[config.mk]
export PLATFORM = sky130hd
export DESIGN_NAME = wm8731_cfg_seq
export DESIGN_NICKNAME = d
export VERILOG_FILES = /design/src/rtl/wm8731_cfg_seq.sv
export SDC_FILE = /design/constraint.sdc
export NUM_CORES = 1
export LEC_CHECK = 0
export CAP_MARGIN = 25
export CORE_ASPECT_RATIO = 0.9
export CORE_MARGIN = 2
export CORE_UTILIZATION = 63
export DETAILED_ROUTE_END_ITERATION = 8
export DONT_BUFFER_PORTS = 1
export PLACE_DENSITY = 0.79
export SETUP_SLACK_MARGIN = 0.02
export SYNTH_ARGS = -nofsm -noshare
export SYNTH_HDL_FRONTEND = slang
export SYNTH_SLANG_ARGS = --single-unit
[constraint.sdc]
create_clock -name clk -period 2.6 [get_ports clk]
set_input_delay 0.39 -clock clk [delete_from_list [all_inputs] [get_ports clk]]
set_output_delay 0.39 -clock clk [all_outputs]
set_load 0.02 [all_outputs]
[src/rtl/wm8731_cfg_seq.sv]
// wm8731_cfg_seq: walks the WM8731 register init table over an I2C master,
// retrying NACKed or timed-out words, then serves single run-time register
// writes on the same master.
//
// Handshakes:
//   - Master side: i2c_start is a one-cycle pulse. i2c_word holds from that
//     pulse until the master's one-cycle i2c_end pulse. i2c_nack qualifies
//     i2c_end.
//   - User side: wr_req is held with wr_addr/wr_data until the one-cycle
//     wr_ack pulse. wr_err qualifies wr_ack. Requests are accepted only in
//     IDLE, which is reached only after init_done.
module wm8731_cfg_seq #(
  parameter int         GAP_CYCLES     = 1000,
  parameter int         MAX_RETRY      = 3,
  parameter int         TIMEOUT_CYCLES = 100000,
  parameter logic [7:0] DEV_ADDR       = 8'h34
) (
  input  logic        clk,
  input  logic        reset,
  input  logic        restart,
  input  logic        wr_req,
  input  logic [6:0]  wr_addr,
  input  logic [8:0]  wr_data,
  output logic        wr_ack,
  output logic        wr_err,
  output logic        i2c_start,
  output logic [23:0] i2c_word,
  input  logic        i2c_end,
  input  logic        i2c_nack,
  output logic        init_done,
  output logic        init_error,
  output logic        busy,
  output logic [3:0]  cfg_index,
  output logic [2:0]  dbg_state
);

  localparam int GW = (GAP_CYCLES > 1) ? $clog2(GAP_CYCLES + 1) : 1;
  localparam int TW = (TIMEOUT_CYCLES > 1) ? $clog2(TIMEOUT_CYCLES + 1) : 1;

  localparam logic [GW-1:0] GAP_SHORT = GW'(GAP_CYCLES - 1);
  localparam logic [GW-1:0] GAP_FULL  = GW'(GAP_CYCLES);
  localparam logic [TW-1:0] TO_LAST   = TW'(TIMEOUT_CYCLES - 1);
  localparam logic [3:0]    RETRY_MAX = 4'(MAX_RETRY);
  localparam logic [3:0]    LAST_IDX  = 4'd10;

  typedef enum logic [2:0] {
    S_GAP      = 3'd0,
    S_ISSUE    = 3'd1,
    S_WAIT_END = 3'd2,
    S_IDLE     = 3'd3,
    S_ERROR    = 3'd4
  } state_t;

  typedef enum logic {
    M_INIT = 1'b0,
    M_USER = 1'b1
  } mode_t;

  state_t          state, state_d;
  mode_t           mode, mode_d;
  logic [3:0]      idx_d;
  logic [3:0]      retry_cnt, retry_d;
  logic [GW-1:0]   gap_cnt, gap_d;
  logic [TW-1:0]   to_cnt, to_d;
  logic [23:0]     word_d;
  logic            start_d, ack_d, err_d, done_d, ierr_d, busy_d;
  logic            pend, pend_d;
  // Set when the current transfer is finished for good, so the gap that
  // follows ends in IDLE rather than ISSUE.
  logic            to_idle, to_idle_d;
  logic            xfer_ok, xfer_bad;

  // Register/data halves of the init words; DEV_ADDR is prepended on issue.
  function automatic logic [15:0] table_low(input logic [3:0] idx);
    case (idx)
      4'd0:    table_low = 16'h1E00;  // R15 reset
      4'd1:    table_low = 16'h0C00;  // R6 power
      4'd2:    table_low = 16'h0017;  // R0
      4'd3:    table_low = 16'h0217;  // R1
      4'd4:    table_low = 16'h0479;  // R2
      4'd5:    table_low = 16'h0679;  // R3
      4'd6:    table_low = 16'h0812;  // R4
      4'd7:    table_low = 16'h0A00;  // R5
      4'd8:    table_low = 16'h0E02;  // R7
      4'd9:    table_low = 16'h1000;  // R8
      4'd10:   table_low = 16'h1201;  // R9 active
      default: table_low = 16'h0000;
    endcase
  endfunction

  assign dbg_state = state;

  // Next-state and next-output logic for the whole sequencer.
  always_comb begin
    state_d   = state;
    mode_d    = mode;
    idx_d     = cfg_index;
    retry_d   = retry_cnt;
    gap_d     = gap_cnt;
    to_d      = to_cnt;
    word_d    = i2c_word;
    start_d   = 1'b0;
    ack_d     = 1'b0;
    err_d     = 1'b0;
    done_d    = init_done;
    ierr_d    = init_error;
    pend_d    = pend;
    to_idle_d = to_idle;
    xfer_ok   = 1'b0;
    xfer_bad  = 1'b0;

    // A restart that cannot act now is remembered until it can.
    if (restart && (state != S_IDLE) && (state != S_ERROR)) pend_d = 1'b1;

    case (state)
      S_GAP: begin
        // The final gap runs one cycle longer so IDLE lands where the next
        // i2c_start would have.
        if (gap_cnt == (to_idle ? GAP_FULL : GAP_SHORT)) begin
          gap_d = '0;
          if (to_idle) begin
            to_idle_d = 1'b0;
            state_d   = S_IDLE;
            if (mode == M_INIT) done_d = 1'b1;
          end else begin
            state_d = S_ISSUE;
          end
        end else begin
          gap_d = gap_cnt + 1'b1;
        end
      end

      S_ISSUE: begin
        // Retries resend the captured word untouched.
        if (retry_cnt == 4'd0) begin
          word_d = (mode == M_USER) ? {DEV_ADDR, wr_addr, wr_data}
                                    : {DEV_ADDR, table_low(cfg_index)};
        end
        start_d = 1'b1;
        to_d    = '0;
        state_d = S_WAIT_END;
      end

      S_WAIT_END: begin
        // i2c_end beats a timeout expiring in the same cycle.
        if (i2c_end && !i2c_nack)           xfer_ok  = 1'b1;
        else if (i2c_end || to_cnt == TO_LAST) xfer_bad = 1'b1;
        else                                 to_d     = to_cnt + 1'b1;

        if (xfer_ok) begin
          retry_d = 4'd0;
          state_d = S_GAP;
          if (mode == M_USER) begin
            ack_d     = 1'b1;
            to_idle_d = 1'b1;
          end else if (pend) begin
            pend_d = 1'b0;
            idx_d  = 4'd0;
          end else if (cfg_index == LAST_IDX) begin
            to_idle_d = 1'b1;
          end else begin
            idx_d = cfg_index + 4'd1;
          end
        end else if (xfer_bad) begin
          if (retry_cnt < RETRY_MAX) begin
            retry_d = retry_cnt + 4'd1;
            state_d = S_GAP;
          end else begin
            retry_d = 4'd0;
            if (mode == M_USER) begin
              ack_d     = 1'b1;
              err_d     = 1'b1;
              to_idle_d = 1'b1;
              state_d   = S_GAP;
            end else begin
              ierr_d  = 1'b1;
              state_d = S_ERROR;
            end
          end
        end
      end

      S_IDLE, S_ERROR: begin
        if (restart || pend) begin
          pend_d  = 1'b0;
          done_d  = 1'b0;
          ierr_d  = 1'b0;
          idx_d   = 4'd0;
          retry_d = 4'd0;
          mode_d  = M_INIT;
          state_d = S_GAP;
        end else if (state == S_IDLE && wr_req && init_done) begin
          mode_d  = M_USER;
          retry_d = 4'd0;
          state_d = S_ISSUE;
        end
      end

      default: state_d = S_GAP;
    endcase

    busy_d = (state_d != S_IDLE) && (state_d != S_ERROR);
  end

  // State and registered outputs; reset returns everything to zero at once.
  always_ff @(posedge clk or negedge reset) begin
    if (!reset) begin
      state      <= S_GAP;
      mode       <= M_INIT;
      cfg_index  <= 4'd0;
      retry_cnt  <= 4'd0;
      gap_cnt    <= '0;
      to_cnt     <= '0;
      i2c_word   <= 24'd0;
      i2c_start  <= 1'b0;
      wr_ack     <= 1'b0;
      wr_err     <= 1'b0;
      init_done  <= 1'b0;
      init_error <= 1'b0;
      busy       <= 1'b0;
      pend       <= 1'b0;
      to_idle    <= 1'b0;
    end else begin
      state      <= state_d;
      mode       <= mode_d;
      cfg_index  <= idx_d;
      retry_cnt  <= retry_d;
      gap_cnt    <= gap_d;
      to_cnt     <= to_d;
      i2c_word   <= word_d;
      i2c_start  <= start_d;
      wr_ack     <= ack_d;
      wr_err     <= err_d;
      init_done  <= done_d;
      init_error <= ierr_d;
      busy       <= busy_d;
      pend       <= pend_d;
      to_idle    <= to_idle_d;
    end
  end

endmodule
* Yosys cells after proc, flatten, opt, wreduce, memory -nomap -nowiden
Memory sizes are Yosys's and may differ from the RTL's.
Index checks and enable logic that the tools add are counted.
** Storage, ports and cells
- Register bits after elaboration :: 71
- ROM bits :: 176
- Bits of input ports :: 22
- Word-level logic and storage cells :: 141
- Memories kept :: 1
** Memory list
- (name not given) :: depth 16, bits a word 11, rd ports 1, clocked after memory_dff 0, wr ports 0, line 75 : case (idx)
** Operators by class
- Add/subtract/negate cells :: 4
- $lt $le $gt $ge :: 1
- Equal/unequal tests :: 29
- Multiplexer cells :: 66
- Reduce and logical (&&, ||, !) cells :: 25
** Operators by type and width (count)
- two-way mux 4 bit :: 11
- two-way mux 1 bit :: 35
- two-way mux 17 bit :: 2
- one-hot mux 17 bit (2 select lines) :: 1
- inequality test 3 bit, second input constant :: 9
- inequality test 2 bit, second input constant :: 11
- two-way mux 3 bit :: 7
- adder 17 x 1 -> 17 bit, second input constant :: 1
- equality test 17 bit, second input constant :: 1
- two-way mux 16 bit :: 1
- one-hot mux 4 bit (2 select lines) :: 2
- one-hot mux 3 bit (4 select lines) :: 1
- adder 10 x 1 -> 10 bit, second input constant :: 1
- equality test 10 bit :: 1
- two-way mux 10 bit :: 1
- AND reduction 5 bit :: 2
- nonzero test 2 bit :: 5
- adder 4 x 1 -> 4 bit, second input constant :: 2
- one-hot mux 1 bit (2 select lines) :: 4
- AND reduction 7 bit :: 1
- equality test 3 x 2 -> 1 bit, second input constant :: 2
- logical AND 1 bit :: 6
- inequality test 3 x 2 -> 1 bit, second input constant :: 2
- AND reduction 3 bit :: 2
- 12 further kinds :: 14

* Longest topological paths before layout
- Word-level depth :: 10
- Gate-level depth with buffers :: 7
- Gate-level depth less buffers :: 6

* Worst setup path before layout
OpenSTA, ideal clock, no wires.
- Path type :: register to register
- From :: register state[2] (netlist: dbg_state[2])
- To :: register cfg_index[3]
- Arrival :: 2.112 ns
- Setup slack :: 0.407 ns
- Stages on the path, launching flop included :: 6
- Path buffers :: 1
- Clock period less this slack :: 2.193 ns
- Path through :: dfrtp_1 or3b_1 buf_2 or4_4 or4_1 o211ai_2
** On the way
- Cells in the longest elaborated chain, start to end :: 4
- Elaborated cells on any way between the ends :: 11
- Classes of those cells :: eq/ne: 7; mux: 1; reduce/logical: 3
** Ends and longest elaborated chain
- start: declaration :: line 59 : state_t state, state_d;
- start signal: assignment :: line 224 : state <= state_d;
- equality test 3 x 2 -> 1 bit or equality test 3 bit (tied branches) :: line 115 : case (state)
- OR reduction 2 bit :: line 115
- inequality test 2 bit (no source line) or nonzero test 2 bit (tied branches)
- AND reduction 5 bit (no source line)
- end signal: assignment :: line 226 : cfg_index <= idx_d;
- end: declaration :: line 33 : output logic [3:0] cfg_index,
Several ways; a longest one is shown, not always the timed one.
A chain may end at the register's enable or synchronous reset.

* Worst setup path in the final report
- From :: register cfg_index[1]
- To :: register cfg_index[3]
** On the way
- Cells in the longest elaborated chain, start to end :: 6
- Elaborated cells on any way between the ends :: 9
- Classes of those cells :: add/sub: 1; eq/ne: 2; mux: 5; reduce/logical: 1
** Ends and longest elaborated chain
- adder 4 x 1 -> 4 bit :: line 162 : idx_d = cfg_index + 4'd1;
- two-way mux 4 bit :: line 159 : end else if (cfg_index == LAST_IDX) begin
- two-way mux 4 bit :: line 156 : end else if (pend) begin
- two-way mux 4 bit :: line 153 : if (mode == M_USER) begin
- two-way mux 4 bit :: line 150 : if (xfer_ok) begin
- one-hot mux 4 bit (2 select lines) :: line 115
Several ways; a longest one is shown, not always the timed one. The select of a mux whose other input is x is not followed.

==> impl_metrics.json <==
{
  "routed_wl_mm": 7.679,
  "leakage_nw": 1.736,
  "die_h_um": 74.10,
  "postRouteAntennaNets": 0,
  "grt_pass1_wl_mm": 12.88,
  "drive_above_1_share": 0.1013,
  "yosys.area.top_type": "dfrtp_1",
  "syn_area_um2": 3440,
  "gp_congestion": 0.8925,
  "ys_types": 55,
  "startpoint_type": "flip-flop",
  "crit_family": "simple AND/OR/NAND/NOR gates",
  "synthTopCellsByArea": "dfrtp_1, nand2_1, mux2i_1, ha_1, nand3_1",
  "drtPass1Iterations": 5,
  "synth_edf_count": 0,
  "ctsHtreeMaxLevel": 3,
  "cp_slowest_cell": "dfrtp_1",
  "num_rows": 25,
  "skew_ps": 10.37,
  "hold_path.class": "primary input to flip-flop",
  "hpwl_mm": 5.215,
  "pwr-share-comb": 0.090,
  "critical_path_arrival_ps": 2400,
  "antenna_found_initial": 0,
  "cts-root-buf": "clkbuf_8",
  "switching_power_mw": 0.6270,
  "grt_pass1_vias": 2593,
  "ys_top_cells_by_count": "dfrtp_1, nand2_1, nor2_1",
  "r2r_cells": 5,
  "reg2reg_slack_ps": 470,
  "use_met1": 0.3850,
  "io_pins": 59,
  "ys_seq_area_frac": 0.4656,
  "fillers": 384,
  "p_sw_frac": 0.2698,
  "clockBufferDepth": 2,
  "finalHoldViolCount": 0,
  "ys_ff_latch": 64,
  "cpPeakStageDelay_ps": 530,
  "die_w_um": 81.89,
  "setup_tns_ps": 0,
  "worst_ir_drop_vdd_mv": 0.4241,
  "p_seq_frac": 0.489,
  "setup_viol": 0,
  "busiest_layer": "met2",
  "yosys_warnings": 0,
  "synthArstFlopShare": 1.000,
  "post_drt_wl_per_cell_um": 17.37,
  "relSlewSlack": 0.5205,
  "fmax_mhz": 470.4,
  "crit_buf_inv": 0,
  "endpoint_kind": "flip-flop",
  "cts.sinks": 64,
  "grt_max_degree": 65,
  "drc": 0,
  "holdPathStages": 2,
  "floorplan.die_area_um2": 6067,
  "track_usage": 0.2834,
  "drt_iter0_markers": 162,
  "status": "finished clean",
  "cp_max_fo": 7,
  "layout.cells.non_filler": 442,
  "r2r-end": "cfg_index[3]",
  "p_int_mw": 1.697,
  "worst-path-stages": 5,
  "yosysMostFrequentCell": "dfrtp_1",
  "layout-area-overhead-vs-synth_pct": 9.567,
  "cts_buffers": 9,
  "clockPowerShare": 0.421,
  "clk_pin_slew_worst_paths_ps": 80,
  "hold_path.startpoint": "wr_data[8]",
  "cts_tree": "yes",
  "p_per_area_nw_per_um2": 616.6,
  "tightest_slew_ps": 713.3,
  "rsz0062_at_grt": "no",
  "ys.flop_type": "dfrtp_1",
  "nets": 404,
  "place_inst": 424,
  "period_needed_ps": 2126,
  "antennaDiodeCount": 0,
  "overflow": 0,
  "worstPathRequired_ps": 2880,
  "synth_top_cell_area_share": 0.4656,
  "crit_path_cell_trace": "ha_1 -> nor4bb_1 -> or4_4 -> or4_1 -> o211ai_2",
  "globalRouteMet3Util": 0.08859,
  "post_synth.cell_area_avg_um2": 9.423,
  "initial_core_util": 0.6545,
  "period_share": 0.8176,
  "rr_startpoint": "cfg_index[1]",
  "vias_per_cell": 6.260,
  "synth_cells": 365,
  "portBuffers": 0,
  "cts_resized": 0,
  "grtUsageMet2": 0.4318,
  "clk_latency_ps": 360,
  "drv_cap": 0,
  "worstSetupPathType": "flip-flop to flip-flop",
  "final_max_slew_viol_count": 0,
  "hold_path_end": "i2c_word[8]",
  "num_vias": 2767,
  "core_area_um2": 5255
}
worst reg2reg max path: stages (launching register included):
cell	delay, ps
dfrtp_1	530
ha_1	310
nor4bb_1	160
or4_4	470
or4_1	510
o211ai_2	70
state kept, by name (all words and copies together) (netlist names):
| name | flops |
|---|---|
| dbg_state | 3 |
| to_idle | 1 |
| init_done | 1 |
| retry_cnt | 4 |
| cfg_index | 4 |
| pend | 1 |
| mode | 1 |
| i2c_word | 17 |
| init_error | 1 |
| busy | 1 |
| wr_ack | 1 |
| wr_err | 1 |
| gap_cnt | 10 |
| to_cnt | 17 |
| i2c_start | 1 |
layer usage:
metal | share of wire | up-vias
met5 | 0 | -
met1 | 0.44 | 1327
li1 | - | 1319
met3 | 0.076 | 12
met2 | 0.47 | 109
met4 | 0.015 | 0
area by class of cell:
class	instances	area (um2)	area share
clock buffers	9	123.9	0.03287
clock inverters	7	103.9	0.02756
inverters	11	41.29	0.01096
multi-input cells	272	1702	0.4515
flip-flops and latches	64	1602	0.4250
well taps	67	83.83	0.02224
repair buffers	12	112.6	0.02988
worst max-delay path by stage:
stage,slack [ps],from,to
CTS,500,dbg_state[2],to_cnt[7]
global route,390,to_cnt[8],retry_cnt[0]
floorplan,410,dbg_state[2],cfg_index[3]
detailed placement,510,dbg_state[2],to_cnt[7]
finish,470,cfg_index[1],cfg_index[3]
global placement,570,dbg_state[2],cfg_index[3]
cell families after synthesis:
| family | share of synthesized area |
|---|---|
| buffers and inverters | 0.04401 |
| muxes | 0.04947 |
| other | 0.001090 |
| and+or+nand+nor | 0.2706 |
| xor gates and xnor gates | 0.01528 |
| DFF | 0.4656 |
| AOI/OAI and AO/OA | 0.1102 |
| adders and majority gates | 0.04365 |
cells in the final DEF, fill, tap and decap left out, types with 2 or more instances in the layout:
cell       instances
conb_1             5
o21ai_0           16
nor4_1             3
and2_1             3
ha_1              12
or4_1              6
or2_2              3
clkinv_4           4
nand3b_1           2
and3b_1            2
a31oi_1            2
nand3_1           18
buf_4             10
a21oi_1           14
and4_1             4
nor3b_1            3
o31ai_1            6
nor2_1            24
a31o_2             2
clkbuf_8           9
xnor2_1            6
dfrtp_1           64
or3_1              3
a221oi_1           3
nand2_1           53
a21boi_0           2
nor3_1            12
nand2b_1           2
o22ai_1            2
bufinv_16          2
inv_1             10
nor4bb_1           3
and3_1             9
nand4_1           13
nor2b_1            4
mux2i_1           17
per-stage QoR:
stage / power, mW / utilization / worst slack, ps / cell area [um2] / hold WS (ps)
global placement: 1.325 / 0.6667 / 574.8 / 3503 / 95.65
detailed placement: 1.337 / 0.6667 / 513.6 / 3503 / 95.84
global route: 2.424 / 0.7171 / 394.4 / 3769 / 167.6
finish: 2.324 / 0.7171 / 474.2 / 3769 / 170.3
CTS: 2.329 / 0.7171 / 495.7 / 3769 / 165.8
floorplan: 1.298 / - / 407.5 / 3455 / 94.41
repair_timing:
action,in CTS,in global routing
setup buffers,0,0
hold buffers,2,0
setup endpoints to repair,0,0
hold endpoints to repair,64,0
power groups by stage:
stage	sequential (mW)	combinational, mW	clock (mW)
finish	1.14	0.210	0.978
global route	1.15	0.241	1.04
CTS	1.13	0.211	0.983
detailed placement	1.15	0.184	0
global placement	1.15	0.176	0
floorplan	1.12	0.173	0
(Power assumes the default switching activity.)
